File: src/rtl/seg7_pkg.sv
// Shared seven-segment definitions: pattern constants (same table as the encoder),
// frame FSM states and the one-hot index helper.
package seg7_pkg;

   localparam int MAX_DIGITS = 32;
   localparam int IDX_W      = 5;

   // Bit order {A,B,C,D,E,F,G}, A = bit 6. B and D alias 8 and 0 in the encoder.
   localparam logic [6:0] SEG_0 = 7'h7E;
   localparam logic [6:0] SEG_1 = 7'h30;
   localparam logic [6:0] SEG_2 = 7'h6D;
   localparam logic [6:0] SEG_3 = 7'h79;
   localparam logic [6:0] SEG_4 = 7'h33;
   localparam logic [6:0] SEG_5 = 7'h5B;
   localparam logic [6:0] SEG_6 = 7'h5F;
   localparam logic [6:0] SEG_7 = 7'h72;
   localparam logic [6:0] SEG_8 = 7'h7F;
   localparam logic [6:0] SEG_9 = 7'h7B;
   localparam logic [6:0] SEG_A = 7'h77;
   localparam logic [6:0] SEG_B = 7'h7F;
   localparam logic [6:0] SEG_C = 7'h4E;
   localparam logic [6:0] SEG_D = 7'h7E;
   localparam logic [6:0] SEG_E = 7'h4F;
   localparam logic [6:0] SEG_F = 7'h47;

   typedef enum logic {
      COLLECT = 1'b0,
      PUBLISH = 1'b1
   } frame_state_e;

   // OR of the set-bit positions; exact only for a one-hot input.
   function automatic logic [IDX_W-1:0] onehot_index(input logic [MAX_DIGITS-1:0] v);
      logic [IDX_W-1:0] idx;
      idx = '0;
      for (int i = 0; i < MAX_DIGITS; i++) begin
         if (v[i]) idx = idx | IDX_W'(i);
      end
      return idx;
   endfunction

endpackage

File: src/rtl/seg7_pattern_decode.sv
// Maps a seven-segment pattern back to its hex value; unknown patterns flag invalid.
module seg7_pattern_decode
   import seg7_pkg::*;
(
   input  logic [6:0] pattern,
   output logic [3:0] nibble,
   output logic       invalid
);

   // B and D share the 8 and 0 patterns, so they come back as 8 and 0.
   always_comb begin
      nibble  = 4'h0;
      invalid = 1'b0;
      case (pattern)
         SEG_0:   nibble = 4'h0;
         SEG_1:   nibble = 4'h1;
         SEG_2:   nibble = 4'h2;
         SEG_3:   nibble = 4'h3;
         SEG_4:   nibble = 4'h4;
         SEG_5:   nibble = 4'h5;
         SEG_6:   nibble = 4'h6;
         SEG_7:   nibble = 4'h7;
         SEG_8:   nibble = 4'h8;
         SEG_9:   nibble = 4'h9;
         SEG_A:   nibble = 4'hA;
         SEG_C:   nibble = 4'hC;
         SEG_E:   nibble = 4'hE;
         SEG_F:   nibble = 4'hF;
         default: invalid = 1'b1;
      endcase
   end

endmodule

File: src/rtl/seg7_readback.sv
// Reconstructs the hex frame shown on a multiplexed seven-segment display by
// sampling the segment bus and digit enables and capturing each settled digit.
//
//   state   | meaning
//   --------+-----------------------------------------------------------
//   COLLECT | capturing digits until every position has been seen
//   PUBLISH | frame_valid high for one cycle; seen restarts for next frame
module seg7_readback
   import seg7_pkg::*;
#(
   parameter int NUM_DIGITS    = 4,
   parameter int STABLE_CYCLES = 4
)(
   input  logic                    clk,
   input  logic                    rst,
   input  logic [6:0]              seg,
   input  logic [NUM_DIGITS-1:0]   an,
   output logic [4*NUM_DIGITS-1:0] digits,
   output logic [NUM_DIGITS-1:0]   err,
   output logic                    frame_valid
);

   localparam int              CNT_W   = $clog2(STABLE_CYCLES + 1);
   localparam logic [CNT_W-1:0] CNT_MAX = CNT_W'(STABLE_CYCLES);
   localparam logic [CNT_W-1:0] CNT_ARM = CNT_W'(STABLE_CYCLES - 1);

   logic [6:0]              seg_q;
   logic [NUM_DIGITS-1:0]   an_q;
   logic [CNT_W-1:0]        cnt;
   logic                    same;
   logic                    in_onehot;
   logic                    capture;
   logic [MAX_DIGITS-1:0]   an_ext;
   logic [IDX_W-1:0]        cap_idx;
   logic [3:0]              dec_nib;
   logic                    dec_bad;
   logic [4*NUM_DIGITS-1:0] work_dig;
   logic [4*NUM_DIGITS-1:0] work_dig_nxt;
   logic [NUM_DIGITS-1:0]   work_err;
   logic [NUM_DIGITS-1:0]   work_err_nxt;
   logic [NUM_DIGITS-1:0]   seen;
   logic [NUM_DIGITS-1:0]   seen_nxt;
   frame_state_e            state;

   seg7_pattern_decode u_decode (
      .pattern (seg_q),
      .nibble  (dec_nib),
      .invalid (dec_bad)
   );

   // The dwell is judged on the sample being registered, so cnt reads 1 in the
   // same cycle seg_q/an_q first show a new value.
   always_comb begin
      same      = (seg == seg_q) && (an == an_q);
      in_onehot = $onehot(an);
      capture   = same && in_onehot && (cnt == CNT_ARM);
   end

   always_comb begin
      an_ext                 = '0;
      an_ext[NUM_DIGITS-1:0] = an_q;
      cap_idx                = onehot_index(an_ext);
   end

   always_comb begin
      work_dig_nxt = work_dig;
      work_err_nxt = work_err;
      for (int i = 0; i < NUM_DIGITS; i++) begin
         if (capture && (cap_idx == IDX_W'(i))) begin
            work_dig_nxt[4*i +: 4] = dec_nib;
            work_err_nxt[i]        = dec_bad;
         end
      end
      seen_nxt = seen | (capture ? an_q : '0);
   end

   always_ff @(posedge clk) begin
      if (rst) begin
         seg_q    <= '0;
         an_q     <= '0;
         cnt      <= '0;
         work_dig <= '0;
         work_err <= '0;
      end else begin
         seg_q    <= seg;
         an_q     <= an;
         work_dig <= work_dig_nxt;
         work_err <= work_err_nxt;
         if (!in_onehot)
            cnt <= '0;
         else if (!same)
            cnt <= CNT_W'(1);
         else if (cnt != CNT_MAX)
            cnt <= cnt + 1'b1;
      end
   end

   // The frame is latched on the edge that completes it so frame_valid and
   // digits appear together in the PUBLISH cycle.
   always_ff @(posedge clk) begin
      if (rst) begin
         state       <= COLLECT;
         seen        <= '0;
         digits      <= '0;
         err         <= '0;
         frame_valid <= 1'b0;
      end else begin
         case (state)
            COLLECT: begin
               seen <= seen_nxt;
               if (&seen_nxt) begin
                  digits      <= work_dig_nxt;
                  err         <= work_err_nxt;
                  frame_valid <= 1'b1;
                  state       <= PUBLISH;
               end
            end
            PUBLISH: begin
               seen        <= capture ? an_q : '0;
               frame_valid <= 1'b0;
               state       <= COLLECT;
            end
            default: begin
               seen        <= '0;
               frame_valid <= 1'b0;
               state       <= COLLECT;
            end
         endcase
      end
   end

endmodule

File: config.mk
export PLATFORM = sky130hd
export DESIGN_NAME = seg7_readback
export DESIGN_NICKNAME = d
export VERILOG_FILES = /design/src/rtl/seg7_pkg.sv /design/src/rtl/seg7_pattern_decode.sv /design/src/rtl/seg7_readback.sv
export SDC_FILE = /design/constraint.sdc
export NUM_CORES = 1
export LEC_CHECK = 0
export CORE_MARGIN = 3
export CORE_UTILIZATION = 30
export DETAILED_ROUTE_END_ITERATION = 8
export HOLD_SLACK_MARGIN = 0.05
export REMOVE_ABC_BUFFERS = 1
export SLEW_MARGIN = 20
export SYNTH_ARGS = -nofsm -noshare
export SYNTH_HDL_FRONTEND = slang
export SYNTH_SLANG_ARGS = --single-unit
File: constraint.sdc
create_clock -name clk -period 6.2 [get_ports clk]
set_input_delay 1.86 -clock clk [delete_from_list [all_inputs] [get_ports clk]]
set_output_delay 1.86 -clock clk [all_outputs]
set_load 0.05 [all_outputs]
==> flow_metrics.env <==
export IMPL_postLayoutCellArea_um2=3540
export IMPL_first_iter_violations=87
export IMPL_postCtsSetupBuffers=0
export IMPL_rsz0062_at_grt="no"
export IMPL_ys_warn_count=0
export IMPL_reg2reg_depth=7
export IMPL_area_growth_pct=21.4
export IMPL_crit_buf_inv=3
export IMPL_relSlewSlack_pct=30.7
export IMPL_final_hold_viol_count=0
export IMPL_routed_via_density=4.81
export IMPL_dieArea_um2=10900
export IMPL_status="finished clean"
export IMPL_synth_top_cell_area_share_pct=41.2
export IMPL_antenna_found_initial=0
export IMPL_r2r_slack_ns=3.27
export IMPL_fin_crit_sh_pct=86.4
export IMPL_ys_seq_area_share_pct=41.2
export IMPL_drc_errors=0
export IMPL_ios=34
export IMPL_cts_hold_buf=0
export IMPL_p_leak_nw=1.23
export IMPL_crit_required_ns=6.44
export IMPL_critical_path_depth=12
export IMPL_final_common_cell="dfxtp_1"
export IMPL_synth_area_leader_cell="dfxtp_1"
export IMPL_fillers=950
export IMPL_layout_nets=352
export IMPL_finClkSkew_ns=0.00608
export IMPL_cp_max_fo=8
export IMPL_path_cells="clkdlybuf4s50_1 -> inv_1 -> fa_1 -> inv_1 -> ha_1 -> ha_1 -> or3b_4 -> or4b_1 -> or4_1 -> o21ai_1 -> a21oi_1 -> mux2_4"
export IMPL_worst_hold_slack_ns=0.466
export IMPL_cts_sinks=60
export IMPL_critical_path_class="in -> reg"
export IMPL_synth_edf_count=0
export IMPL_cts_htree_levels=3
export IMPL_finalSetupViolCount=0
export IMPL_max_freq_mhz=187
export IMPL_cts_tree="built"
export IMPL_ys_top_cells_by_area="dfxtp_1, nor2b_1, mux2_1, mux2_4, xnor2_1"
export IMPL_drt_pass1_iter_count=4
export IMPL_worst_slack_ns=0.841
export IMPL_cts_root_buffer="clkbuf_8"
export IMPL_worstPathArrival_ns=5.60
export IMPL_grt_pass1_vias=2273
export IMPL_cp_top_family="simple AND/OR/NAND/NOR gates"
export IMPL_die_width_um=105
export IMPL_syn_inst=305
export IMPL_gr_total_overflow=0
export IMPL_clockBufferDepth=2
export IMPL_num_rows=35
export IMPL_syn_area_um2=2920
export IMPL_grt_start_max_net_pins=59
export IMPL_period_needed_ns=5.36
export IMPL_cp_start_kind="input port"
export IMPL_wl_per_cell_um=13.8
export IMPL_die_h_um=105
export IMPL_dpl_worst_slack_ns=0.504
export IMPL_clk_pin_slew_ns=0.07
export IMPL_dp_cells=451
export IMPL_worstHoldPathCells=2
export IMPL_utilization_pct=38.0
export IMPL_core_um2=9330
export IMPL_clk_latency_ns=0.34
export IMPL_post_cts_resized=0
export IMPL_pwr_density_cell_nw_per_um2=229
export IMPL_p_total_mw=0.812
export IMPL_grt_use_total_pct=12.3
export IMPL_postPlaceCellArea_um2=3340
export IMPL_cts_buffers_inserted=9
export IMPL_io_buffers=33
export IMPL_tightestPinTransition_ns=1.04
export IMPL_end_kind="register"
export IMPL_cpPeakStageDelay_ns=0.60
export IMPL_routed_wl_um=6440
export IMPL_synth_cell_types=56
export IMPL_slowest_stage="or4_1"
export IMPL_final_cells=467
export IMPL_grt_pass1_wl_um=11000
export IMPL_ys_ff_latch=60
export IMPL_hold_class="reg -> reg"
export IMPL_async_flop_share_pct=0
export IMPL_drive_gt1_share_pct=12.1
export IMPL_synth_area_per_cell_um2=9.57
export IMPL_mostFrequentLayoutCells="dfxtp_1, clkdlybuf4s50_1, nor2b_1"
export IMPL_dp_hpwl_um=4470
export IMPL_synth_ff_type="dfxtp_1"
export IMPL_final_max_slew_viol_count=0
export IMPL_fin_tns_setup_ns=0
export IMPL_globalplace_congestion=0.725
export IMPL_vias=2245
export IMPL_maxCapViolations=0
export IMPL_initial_utilization_pct=31.3
export IMPL_antenna_cells=0
export IMPL_ir_drop_uv=111
export IMPL_ant_nets=0
[kinds of logic after synthesis]
family,count (synthesis),share of synthesized area (%)
AOI/OAI and AO/OA,48,9.91
xor gates and xnor gates,16,5.32
DFF,60,41.2
muxes,26,10.8
buffers and inverters,32,5.10
and+or+nand+nor,117,24.9
adders and majority gates,6,2.83
[cell type report]
class	instances	area [um2]	share of cell area, %
clock buffer	9	124	3.50
clock inverter	7	76.3	2.15
inverter	12	45.0	1.27
multi-input combinational	213	1570	44.2
sequential	60	1200	33.9
tap	129	161	4.56
timing repair buffer	37	368	10.4
[layer usage]
| metal | global-route usage [%] | wire, um |
|---|---|---|
| met1 | 16.5 | 3220 |
| met2 | 18.5 | 2850 |
| met3 | 4.20 | 282 |
| met4 | 4.22 | 78 |
| met5 | 0 | 0 |
[flip-flops by register name, indices dropped and copies added, names as in the netlist]
| name | cells |
|---|---|
| digits | 16 |
| err | 4 |
| cnt | 3 |
| seg_q | 7 |
| work_dig | 16 |
| seen | 4 |
| an_q | 4 |
| work_err | 4 |
| frame_valid | 1 |
| state | 1 |
[Yosys cell counts (all sizes together), types with 2 or more instances]
library cell,n
o21ai,12
inv,12
or4b,2
nor2,18
o211ai,5
mux2,20
nor2b,30
buf,13
a21oi,19
nand2,13
and3b,2
nor4b,2
nor4,4
nor4bb,2
or4,3
mux2i,6
dfxtp,60
nand4,9
clkbuf,7
a2bb2oi,2
ha,5
nand3,14
nand2b,2
nor3,6
xnor2,15
nor3b,4
[worst paths after layout]
kind / from / end
setup / recovery: an[0] / digits[2]
hold / removal: seen[2] / seen[2]
setup reg to reg: seg_q[2] / digits[15]
hold reg to reg: seen[2] / seen[2]
[power breakdown]
group	internal (mW)	switching (mW)	leakage (nW)
sequential	0.390	0.0129	0.486
clock	0.187	0.166	0.0958
combinational	0.0262	0.0293	0.650
total	0.603	0.208	1.23
[worst min-delay path: stages, from the launching register on]
cell	delay, ns
dfxtp_1	0.32
nand2_1	0.05
a21oi_1	0.05
Power figures use the tool's default switching activity.
